<file path="src/rtl/idli_sqi_ctrl_m.sv">
// Nibble-serial quad SQI SRAM controller: issues READ/WRITE commands and streams
// 16b words as four nibbles, least-significant nibble first, with auto-increment bursts.
module idli_sqi_ctrl_m (
  input  logic        i_sqi_gck,
  input  logic        i_sqi_rst,
  input  logic        i_sqi_req,
  input  logic        i_sqi_wr,
  input  logic [15:0] i_sqi_addr,
  input  logic [3:0]  i_sqi_wdata,
  output logic        o_sqi_wready,
  output logic [3:0]  o_sqi_rdata,
  output logic        o_sqi_rvalid,
  output logic        o_sqi_busy,
  output logic        o_sqi_cs_n,
  output logic        o_sqi_sck_en,
  output logic [3:0]  o_sqi_sio,
  output logic        o_sqi_sio_oe,
  input  logic [3:0]  i_sqi_sio
);

  typedef enum logic [2:0] {
    S_IDLE  = 3'd0,
    S_CMD   = 3'd1,
    S_ADDR  = 3'd2,
    S_DUMMY = 3'd3,
    S_DATA  = 3'd4,
    S_END   = 3'd5
  } state_t;

  localparam logic [7:0] CMD_READ  = 8'h03;
  localparam logic [7:0] CMD_WRITE = 8'h02;

  state_t      r_state;
  state_t      w_state_nxt;
  logic [2:0]  r_cnt;
  logic [2:0]  w_cnt_nxt;
  logic        r_wr;
  logic        w_wr_nxt;
  logic [15:0] r_addr;
  logic [15:0] w_addr_nxt;
  logic        r_cs_n;
  logic        r_sck_en;
  logic        r_oe;
  logic        r_busy;
  logic        w_cs_n_nxt;
  logic        w_oe_nxt;
  logic [7:0]  w_cmd;
  logic [23:0] w_baddr;
  logic [3:0]  w_sio;
  logic        w_rd_data;
  logic        w_wr_data;

  // Pick one nibble of the 24b byte address, most-significant nibble at index 0.
  function automatic logic [3:0] addr_nibble(input logic [23:0] baddr, input logic [2:0] idx);
    logic [3:0] nib;
    case (idx)
      3'd0:    nib = baddr[23:20];
      3'd1:    nib = baddr[19:16];
      3'd2:    nib = baddr[15:12];
      3'd3:    nib = baddr[11:8];
      3'd4:    nib = baddr[7:4];
      3'd5:    nib = baddr[3:0];
      default: nib = 4'h0;
    endcase
    return nib;
  endfunction

  // Next-state, nibble counter and request latching.
  always_comb begin
    w_state_nxt = r_state;
    w_cnt_nxt   = r_cnt;
    w_wr_nxt    = r_wr;
    w_addr_nxt  = r_addr;
    case (r_state)
      S_IDLE: begin
        w_cnt_nxt = 3'd0;
        if (i_sqi_req) begin
          w_wr_nxt    = i_sqi_wr;
          w_addr_nxt  = i_sqi_addr;
          w_state_nxt = S_CMD;
        end else begin
          w_state_nxt = S_IDLE;
        end
      end
      S_CMD: begin
        if (r_cnt == 3'd1) begin
          w_cnt_nxt   = 3'd0;
          w_state_nxt = S_ADDR;
        end else begin
          w_cnt_nxt = r_cnt + 3'd1;
        end
      end
      S_ADDR: begin
        if (r_cnt == 3'd5) begin
          w_cnt_nxt   = 3'd0;
          w_state_nxt = r_wr ? S_DATA : S_DUMMY;
        end else begin
          w_cnt_nxt = r_cnt + 3'd1;
        end
      end
      S_DUMMY: begin
        if (r_cnt == 3'd1) begin
          w_cnt_nxt   = 3'd0;
          w_state_nxt = S_DATA;
        end else begin
          w_cnt_nxt = r_cnt + 3'd1;
        end
      end
      S_DATA: begin
        // The burst only continues if req is high on the last nibble of the word.
        if (r_cnt == 3'd3) begin
          w_cnt_nxt   = 3'd0;
          w_state_nxt = i_sqi_req ? S_DATA : S_END;
        end else begin
          w_cnt_nxt = r_cnt + 3'd1;
        end
      end
      S_END: begin
        w_cnt_nxt   = 3'd0;
        w_state_nxt = S_IDLE;
      end
      default: begin
        w_cnt_nxt   = 3'd0;
        w_state_nxt = S_IDLE;
      end
    endcase
  end

  // Pin controls are decoded from the next state so they come straight from flops.
  always_comb begin
    w_cs_n_nxt = (w_state_nxt == S_IDLE) || (w_state_nxt == S_END);
    case (w_state_nxt)
      S_CMD:   w_oe_nxt = 1'b1;
      S_ADDR:  w_oe_nxt = 1'b1;
      S_DATA:  w_oe_nxt = w_wr_nxt;
      default: w_oe_nxt = 1'b0;
    endcase
  end

  // State, counter, latched request and registered pin controls.
  always_ff @(posedge i_sqi_gck or posedge i_sqi_rst) begin
    if (i_sqi_rst) begin
      r_state  <= S_IDLE;
      r_cnt    <= 3'd0;
      r_wr     <= 1'b0;
      r_addr   <= 16'h0000;
      r_cs_n   <= 1'b1;
      r_sck_en <= 1'b0;
      r_oe     <= 1'b0;
      r_busy   <= 1'b0;
    end else begin
      r_state  <= w_state_nxt;
      r_cnt    <= w_cnt_nxt;
      r_wr     <= w_wr_nxt;
      r_addr   <= w_addr_nxt;
      r_cs_n   <= w_cs_n_nxt;
      r_sck_en <= ~w_cs_n_nxt;
      r_oe     <= w_oe_nxt;
      r_busy   <= (w_state_nxt != S_IDLE);
    end
  end

  assign w_cmd     = r_wr ? CMD_WRITE : CMD_READ;
  assign w_baddr   = {7'b0000000, r_addr, 1'b0};
  assign w_rd_data = (r_state == S_DATA) && !r_wr;
  assign w_wr_data = (r_state == S_DATA) && r_wr;

  // SIO output mux; write data passes straight through so ALU results need no buffering.
  always_comb begin
    case (r_state)
      S_CMD:   w_sio = (r_cnt == 3'd0) ? w_cmd[7:4] : w_cmd[3:0];
      S_ADDR:  w_sio = addr_nibble(w_baddr, r_cnt);
      S_DATA:  w_sio = r_wr ? i_sqi_wdata : 4'h0;
      default: w_sio = 4'h0;
    endcase
  end

  assign o_sqi_sio    = w_sio;
  assign o_sqi_sio_oe = r_oe;
  assign o_sqi_cs_n   = r_cs_n;
  assign o_sqi_sck_en = r_sck_en;
  assign o_sqi_busy   = r_busy;
  assign o_sqi_rvalid = w_rd_data;
  assign o_sqi_rdata  = w_rd_data ? i_sqi_sio : 4'h0;
  assign o_sqi_wready = w_wr_data;

endmodule

</file>
<file path="config.mk">
export PLATFORM = sky130hd
export DESIGN_NAME = idli_sqi_ctrl_m
export DESIGN_NICKNAME = d
export VERILOG_FILES = /design/src/rtl/idli_sqi_ctrl_m.sv
export SDC_FILE = /design/constraint.sdc
export NUM_CORES = 1
export LEC_CHECK = 0
export CAP_MARGIN = 20
export CORE_ASPECT_RATIO = 2
export CORE_MARGIN = 10
export CORE_UTILIZATION = 35
export DETAILED_ROUTE_END_ITERATION = 10
export GPL_TIMING_DRIVEN = 0
export PLACE_DENSITY = 0.62
export SETUP_SLACK_MARGIN = 0.5
export SLEW_MARGIN = 20
export SYNTH_ARGS = -nofsm -noshare
export SYNTH_HDL_FRONTEND = slang
export SYNTH_SLANG_ARGS = --single-unit
</file>
<file path="constraint.sdc">
create_clock -name i_sqi_gck -period 2.3 [get_ports i_sqi_gck]
set_input_delay 0.345 -clock i_sqi_gck [delete_from_list [all_inputs] [get_ports i_sqi_gck]]
set_output_delay 0.345 -clock i_sqi_gck [all_outputs]
set_load 0.02 [all_outputs]
</file>
==> results.md <==
* Async SR Flop Fraction at 100.0%
* I/O pin count at 42
* Wire per inst at 17.54 um
* Slowest cell on the critical path: or4b_4
* Failing checks: setup timing
* Dpl cell area at 0.001942 mm^2
* Max-cap violations at 0
* RSZ-0062 raised after global routing: yes
* Largest family of logic cells by synthesized area: simple AND/OR/NAND/NOR gates
* Post-route DRC violation count at 0
* Worst path top cell family by delay: simple AND/OR/NAND/NOR gates
* Cell taking the most area after synthesis: dfrtp_1
* Total global routing overflow at 0
* Post-Route WL at approximately 4400 um
* Synth warnings at 0
* Number of flops mapped to enable cells by yosys at 0
* Later-pin clock latency in the skew report at about 270 ps
* Die area at 0.007279 mm^2
* Setup crit end kind: output pin
* Final nets at approximately 230
* Layout fillers at around 370
* Worst vdd ir at between 700 and 800 uV
* N_diodes at 0
* Max incr delay on CP at between 500 and 600 ps
* CP Data Arrival Time at approximately 2100 ps
* Crit start category: flop
* Rows at 33
* Starting density of the core at 35.87%
* Synth Area in Compound Gates at 11.90%
* Fmax at 0.4105 GHz
* Crit path buf inv count at 2
* Tightest Pin Transition at 439.3 ps
* Largest net degree at the start of global routing at 28
* Area growth syn-to-layout at 58.79%
* WP data required at between 1500 and 2000 ps
* CTS H-tree depth at 1
* Fin. max-slew vios at 0
* Root Buffer: clkbuf_8
* Synth area leaders: dfrtp_1, mux2_2, ha_1
* Worst Slack Setup Final at -136.2 ps
* Final hold vios at 0
* Initial DRC Count at 41
* Worst hold-check path type: in -> async
* Top cell type's share of synthesized area at 44.83%
* RD Place Congestion at 0.9015
* Vias per cell at 5.190
* Clk_skew at between 5 and 6 ps
* Core footprint at 0.004046 mm^2
* Critical-path cell list: inv_4, ha_4, and2b_2, a2111oi_2, or4b_4, o211ai_1, buf_4
* Crit path time final at between 2000 and 2500 ps
* Post-Syn Nets at roughly 170
* Antenna Nets Post-Route at 0
* 1st-pass router iterations at 5
* GR Util All Layers at about an eighth
* Post-Synth Adder-Cell Area at under 10%
* Mux share of post-synthesis cell area at between 10 and 15%
* Xor-xnor portion of the synthesized cell area at less than 1%
* Simple-gate share of the synthesized area at between 10% and 20%
* Via count at around 1300
* Worst relative slew slack at between 70% and 80%
* Period utilization at 105.9%
* Chip height at approximately 110 um
* Post-synth cell types at 40
* Synth top cells by count: dfrtp_1, mux2_2, nand2_1, inv_1
* Pwr Density at ~1200 mW/mm^2
* Post-synth top flop: dfrtp_1
* Final std cells w/o fill at between 200 and 250
* Outcome: complete, but fails checks
* Crit Path Class: reg -> out
* Layout cells sized above 1 at a little over two fifths
* CTS Buf Count at 3
* Number of global-route vias before repair at 1457
* Initial antenna violation count at 0
* Buffers on Ports at slightly above 40
* CTS tree: built
* WHS at about 320 ps
* FF+latch count, synth at 27
* Cell with the most instances after synthesis: dfrtp_1
* CTS Sinks at 27
* Sequential share of the synthesized area at 46.64%
* Placed cells at around 220
* Worst-path clk slew at 90 ps
* Worst Path Max Fanout at 4
* Leak Pwr at between 0.9 and 1 nW
* Die Span X at between 60 and 70 um
* First-pass GRT wire length at 7100 um
* Synthesized instance count at between 100 and 150
* Placed wire-length estimate at between 3000 and 4000 um
* CTS Buffer Depth at 2
* Fin area at approximately 0.0023 mm^2
* Avg Inst Size Synth at 11.16 um^2
* Cell area after synthesis at between 0.001 and 0.0015 mm^2
* Finish-stage setup viols at 4
-- through the flow --
step / total power [W] / setup slack, ps / TNS [ps] / utilization (%)
floorplan: 0.001677 / 195.8 / 0 / -
global placement: 0.002024 / -319.4 / -1275 / 47.99
detailed placement: 0.002070 / -427.7 / -1666 / 47.99
CTS: 0.002676 / -147.1 / -349.5 / 54.67
global route: 0.002934 / -194.3 / -560.4 / 56.96
finish: 0.002767 / -136.2 / -289.6 / 56.96
-- where the power goes --
group | leakage (nW) | switching [W] | internal, W | total (W)
Combinational | 0.629 | 0.000755 | 0.000877 | 0.00163
Sequential | 0.317 | 0.000156 | 0.000711 | 0.000867
Clock | 0.0228 | 0.000145 | 0.000124 | 0.000269
-- cell type report --
type | instances | area, um^2 | area share, %
buffer | 7 | 68.82 | 2.986
clock buffer | 4 | 45.04 | 1.954
inverter | 8 | 32.53 | 1.412
multi-input combinational | 88 | 829.5 | 35.99
sequential | 27 | 679.4 | 29.48
tap | 52 | 65.06 | 2.823
timing repair buffer | 62 | 584.3 | 25.35
-- per-layer routing --
metal / global-route usage, % / up-vias / share of wire, %
li1: - / 598 / -
met1: 11.60 / 607 / 37
met2: 21.48 / 65 / 53
met3: 2.126 / 17 / 4.8
met4: 8.764 / 0 / 4.9
met5: 0 / - / 0
-- final timing paths --
| kind | cells past startpoint | startpoint | slack (ps) | end |
|---|---|---|---|---|
| min reg2reg | 1 | r_addr[4] | 520 | r_addr[4] |
| max in group asynchronous | 3 | i_sqi_rst | 1580 | r_cnt[0] |
| min in group i_sqi_gck | 1 | r_addr[4] | 520 | r_addr[4] |
| max | 7 | r_cnt[0] | -140 | o_sqi_sio[1] |
| max reg2reg | 8 | r_cnt[1] | 430 | o_sqi_sio_oe |
| min | 2 | i_sqi_rst | 320 | o_sqi_sio_oe |
-- timing repair --
action / CTS / global route
setup buffers: 15 / 5
gates resized for setup: 82 / 11
setup endpoints to repair: 21 / 21
pin swaps: 5 / 2
hold buffers: 0 / 0
-- kinds of logic after synthesis --
kind of cell | count (synthesis)
xor+xnor | 1
fa+ha+maj | 7
mux | 19
buf+inv | 15
simple gates | 37
flops | 27
compound gates | 24
-- flip-flops by register name (all words and copies together), names as in the netlist --
name	cells
o_sqi_cs_n	1
o_sqi_sio_oe	1
r_cnt	3
r_addr	16
r_state	3
o_sqi_sck_en	1
r_wr	1
o_sqi_busy	1
-- cells in the final DEF (no fill, tap or decap), drive strengths merged --
cell,Yosys,final
a22o,3,3
nor2b,1,1
clkinv,0,1
xnor2,1,1
o211ai,1,1
mux2,17,17
or3b,1,1
ha,7,7
mux2i,2,2
nor4,1,1
a211oi,1,1
a2111oi,1,1
and3b,1,1
buf,6,37
o21ai,7,7
and2b,1,1
dfstp,1,1
clkbuf,1,5
a222oi,3,3
nand2,11,11
nor3b,1,1
a221oi,1,1
nand3,4,4
o221ai,1,1
or4b,1,1
and3,1,1
or3,1,1
o21a,1,1
inv,8,7
a21oi,2,2
and2,5,5
a211o,1,1
nor2,6,6
clkdlybuf4s50,0,31
o31ai,1,1
nand3b,1,1
dfrtp,26,26
nor4b,1,1
a31oi,1,1
Note: power is estimated with default switching activity, not from simulation.
==> variant 1: new RTL, config.mk and constraints unchanged <==
`r_addr` no longer has a reset.
--- a/src/rtl/idli_sqi_ctrl_m.sv
+++ b/src/rtl/idli_sqi_ctrl_m.sv
@@ -144,5 +144,4 @@
       r_cnt    <= 3'd0;
       r_wr     <= 1'b0;
-      r_addr   <= 16'h0000;
       r_cs_n   <= 1'b1;
       r_sck_en <= 1'b0;
@@ -153,5 +152,4 @@
       r_cnt    <= w_cnt_nxt;
       r_wr     <= w_wr_nxt;
-      r_addr   <= w_addr_nxt;
       r_cs_n   <= w_cs_n_nxt;
       r_sck_en <= ~w_cs_n_nxt;
@@ -159,4 +157,8 @@
       r_busy   <= (w_state_nxt != S_IDLE);
     end
+  end
+
+  always_ff @(posedge i_sqi_gck) begin
+    r_addr <= w_addr_nxt;
   end
 
Check against the original RTL: no difference found for any inputs over 10 cycles, from zero or initial values and one cycle with i_sqi_rst high; that may be too few to reach the edited logic, so the function may still have changed.
==> variant 1 against the unedited design <==
- the flow still finishes with violations (negative setup slack)
- setup slack gained 0.0086 ns
- first-iteration DRC count shrank 56%
- wire length shrank 19%
- sequential cell count is the same
- non-clock buffer count shrank 15
- design area shrank 12%
- total power shrank 19%
- synthesized area shrank 7.5%
- largest cell class is now flip-flops and latches
- highest routed layer unchanged
==> variant 1: results (changes against the unedited design) <==
largest stage delay on the critical path 0.54 ns (+0.02 ns); count of cell types in the netlist 41 (+2.5%); result of the run complete, but fails checks; Clock-cell share 0.0221 (+0.00256); RePlAce Congestion 0.780 (-13%); Net Sw Power 0.000848 W (-20%); reg2reg path depth 9 (+1); register cell area after layout 761 um^2 (+12%); global-route wire length before repair 5.51 mm (-22%); top post-synthesis cells by area sky130_fd_sc_hd__edfxtp_1, sky130_fd_sc_hd__dfrtp_1, sky130_fd_sc_hd__ha_1; maximum number of pins on one net before global-route repair 17 (-39%); top post-synthesis cells by count sky130_fd_sc_hd__edfxtp_1, sky130_fd_sc_hd__nand2_1, sky130_fd_sc_hd__dfrtp_1, sky130_fd_sc_hd__ha_1, sky130_fd_sc_hd__inv_1; Static Leakage 0.792 nW (-18%); first drt pass iteration count 4 (-1); fraction of synthesis flops using an asynchronous set or reset pin 0.407 (-0.593); combined global-route utilization of all metal layers 0.101 (-0.0193); actual transition at the worst max-transition pin 0.421 ns (-0.0178 ns); dpl cell area 1840 um^2 (-5.0%); number of vias in the routed layout 1089 (-15%); count of flip-flops with a built-in enable after synthesis 16 (+16); setup_tns -0.372 ns (-0.0820 ns); final-report setup violation count 4 (unchanged); nets@finish 201 (-13%); VDD IR max 0.714 mV (+1.1%); ratio of cells with drive above 1 in the final layout 0.321 (-0.118); internal reg-to-reg setup slack 0.37 ns (-0.06 ns); detailed placement HPWL 2.71 mm (-14%); post-layout worst setup margin -0.128 ns (+0.00859 ns); failing checks negative setup slack; critical-path maximum fanout 6 (+2); launch point of the worst path r_cnt[1]; fraction of area in multi-input gates 0.308 (-0.0524); portion of the post-synthesis area used by sequential elements 0.564 (+0.0975); number of DRC violations after detailed-routing iteration 0 18 (-56%); fill cell total of the finished layout 350 (-6.2%); post-detailed-route wirelength per cell 16.5 um (-5.9%); Syn Nets 147 (-11%); multi-input combinational gate total 72 (-18%); number of buffers outside the clock class in the layout 54 (-22%); clk_skew 0.00901 ns (+0.00354 ns); growth of design area from synthesis to finish 51.8%
==> variant 1: cell count changes after synthesis, sizes merged, moves of 2 or more <==
cell,before,now
buf,6,4
dfrtp,26,10
edfxtp,0,16
mux2,17,1
==> variant 1: kinds of logic (layout without fill, tap and decap cells) <==
family                     after synthesis  in the layout  share of synthesized area
AOI/OAI and AO/OA                       25             25                      0.144
xor gates and xnor gates                 1              1                    0.00652
adders and majority gates                7              7                     0.0652
buffers and inverters                   13             66                     0.0401
DFF                                     27             27                      0.564
muxes                                    2              2                     0.0158
and+or+nand+nor                         37             37                      0.164
==> variant 1: timing repair <==
action                                  in CTS  in global routing
gates cloned                                 0                  0
endpoints found under the setup margin      28                 11
pin swaps                                    4                  3
setup buffers                                4                  4
resized for setup                           74                 11
==> variant 1: power by group through the flow <==
| stage | Sequential [W] | Combinational (W) | Clock (W) |
|---|---|---|---|
| 6_report | 0.000804 | 0.00115 | 0.000272 |
| 5_1_grt | 0.000821 | 0.00126 | 0.000294 |
| 4_1_cts | 0.000800 | 0.00107 | 0.000275 |
| 3_5_place_dp | 0.000798 | 0.000962 | 0 |
| 3_3_place_gp | 0.000795 | 0.000938 | 0 |
| 2_1_floorplan | 0.000807 | 0.000620 | 0 |
==> variant 1: metal layers <==
| metal | global-route usage | vias up | part of all wire |
|---|---|---|---|
| met3 | 0.0375 | 5 | 0.072 |
| met4 | 0.0472 | 0 | 0.017 |
| met1 | 0.0901 | 523 | 0.36 |
| li1 | - | 516 | - |
| met5 | 0 | - | 0 |
| met2 | 0.192 | 45 | 0.55 |
==> variant 1: per-stage QoR <==
step	cells	hold slack [ns]	worst slack [ns]
after floorplan	112	0.197	0.203
after global placement	202	0.473	-0.389
after detailed placement	202	0.483	-0.412
after CTS	210	0.378	-0.132
after global routing	214	0.386	-0.248
final	214	0.350	-0.128
==> variant 2: new RTL, config.mk and constraints unchanged <==
Made on the original files. Reset style: synchronous (`i_sqi_rst`), changed in one clocked block.
--- a/src/rtl/idli_sqi_ctrl_m.sv
+++ b/src/rtl/idli_sqi_ctrl_m.sv
@@ -139,5 +139,5 @@
 
   // State, counter, latched request and registered pin controls.
-  always_ff @(posedge i_sqi_gck or posedge i_sqi_rst) begin
+  always_ff @(posedge i_sqi_gck) begin
     if (i_sqi_rst) begin
       r_state  <= S_IDLE;
Function: differs if i_sqi_rst is asserted again (counterexample within 4 cycles, from zero or initial values and one cycle with i_sqi_rst high); with i_sqi_rst held inactive, the same outputs for 10 cycles.
==> variant 2 against the unedited design <==
- synthesized cell count increased by 36%
- critical path type unchanged
- synthesized area decreased by 0.43%
- design area decreased by 0.71%
- largest cell class unchanged
- setup slack improved by 0.33 ns
- clock skew decreased by 0.0030 ns
- hold slack improved by 0.14 ns
- sequential cell count unchanged
- wire length increased by 4.9%
- first-iteration DRC count decreased by 17%
- sequential share of layout area decreased by 5.4 points
Power is not compared: it rests on default switching activity, and its combinational part moved more than twofold at a synthesized area within 25%.
==> variant 2: results (changes against the unedited design) <==
Hold Crit Start r_addr[10]; CTS resizes 66 (-20%); launch point of the worst path r_cnt[1]; largest stage delay on the critical path 0.38 ns (-0.14 ns); CTS H-tree lvls 1 (unchanged); nets@finish 279 (+20%); number of clock buffers inserted by TritonCTS 3 (unchanged); count of cell types in the netlist 39 (-2.5%); registers with the most flip-flops r_addr x16, r_cnt x3, r_state x3; top post-synthesis cells by count sky130_fd_sc_hd__nand2_1, sky130_fd_sc_hd__dfxtp_1, sky130_fd_sc_hd__a21oi_1, sky130_fd_sc_hd__nor2_1, sky130_fd_sc_hd__inv_1; fraction of synthesis flops using an asynchronous set or reset pin 0 (-1.00); worst slew slack as a fraction of its limit 0.663 (-0.0423); maximum number of pins on one net before global-route repair 16 (-43%); combined global-route utilization of all metal layers 0.124 (+0.00311); CTS Buffer Depth 2 (unchanged); root buf cell sky130_fd_sc_hd__clkbuf_8; Inst Count DP 269 (+21%); number of DRC violations after detailed-routing iteration 0 34 (-17%); number of I/O port buffers 40 (-2.4%); Via density 5.00 (-3.7%); source-to-sink clock delay at the later pin of the worst-skew pair 0.27 ns (about the same); number of inserted diodes 0 (unchanged); pre-CTS WS -0.229 ns (+0.199 ns); Detailed Route WL 4.57 mm (+4.9%); portion of the post-synthesis area used by sequential elements 0.374 (-0.0924); non-filler cells in the finished layout 295 (+19%); count of buffers added by post-CTS timing repair for setup 12 (-3); clk_skew 0.00244 ns (-0.00303 ns); Yosys warning count 0 (unchanged); CP top delay family compound AO/OA/AOI/OAI gates; met3 GRT Util 0.0162 (-0.00506); GRT met2 Usage 0.238 (+0.0229); clock edge transition at the registers on the reported setup and hold paths 0.09 ns (about the same); number of global-route vias before repair 1526 (+4.7%); cells after synthesis 177 (+36%); number of antenna violations at the first check in global routing 0 (unchanged); dpl cell area 1910 um^2 (-1.5%); final-report setup violation count 0 (-4); global-route track usage on met1 0.124 (+0.00813); first drt pass iteration count 4 (-1); ratio of cells with drive above 1 in the final layout 0.329 (-0.110); result of the run finished, final reports clean; class of the tightest hold or removal check flip-flop to flip-flop; Static Leakage 0.911 nW; Syn Nets 212 (+28%); top post-synthesis cells by area sky130_fd_sc_hd__dfxtp_1, sky130_fd_sc_hd__nand2_1, sky130_fd_sc_hd__a21oi_1; Slowest-stage cell, CP sky130_fd_sc_hd__dfxtp_4; critical-path maximum fanout 6 (+2); global-route wire length before repair 7.31 mm (+3.0%); detailed placement HPWL 3.31 mm (+5.7%); RePlAce Congestion 0.866 (-3.9%); VDD IR max a little under 0.3 mV
[variant 2: cell types whose count changed in the layout (fill, tap and decap cells not counted), sizes merged, moves of 5 or more]
cell   delta
nor2      +5
dfxtp    +27
mux2     -17
a21oi    +19
o21ai     -5
nand2    +33
dfrtp    -26
[variant 2: cells by family after synthesis]
family / Yosys count / share of synthesized area
XOR/XNOR: 2 / 0.0121
adder cells (fa/ha/maj): 7 / 0.0606
buffers and inverters: 20 / 0.0736
AND/OR/NAND/NOR: 76 / 0.255
flip-flops: 27 / 0.374
AO/OA/AOI/OAI: 44 / 0.217
multiplexers: 1 / 0.00693
[variant 2: tightest hold or removal path: stages (launching register included)]
cell and delay (ns):
sky130_fd_sc_hd__dfxtp_1 0.32, sky130_fd_sc_hd__nand2_1 0.05, sky130_fd_sc_hd__a21oi_1 0.05
[variant 2: power by group]
part           total [W]  internal [W]  switching (W)
logic           0.000258      0.000136       0.000122
registers       0.000520      0.000498      0.0000217
clock network   0.000264      0.000121       0.000143
[variant 2: final cells by class]
type	instances	area [um^2]
fillers	404	1760
multi-input cells	130	943
repair buffers	62	559
flip-flops and latches	27	552
plain buffers	12	90.1
well taps	52	65.1
clock buffers	3	41.3
inverters	8	32.5
clock inverters	1	5.00
[variant 2: path summary, 6_finish.rpt]
path	endpoint	slack, ns	depth (start not counted)
worst max-delay path	o_sqi_sio[1]	0.19	7
worst min-delay path	r_addr[10]	0.46	2
worst max register to register	o_sqi_sio_oe	0.36	9
worst min register to register	r_addr[10]	0.46	2
[variant 2: per-layer routing]
layer	wire [um]	vias up	share of wire
met5	0	-	0
met4	86	0	0.019
met3	106	6	0.023
met2	2590	35	0.57
met1	1790	688	0.39
li1	-	746	-
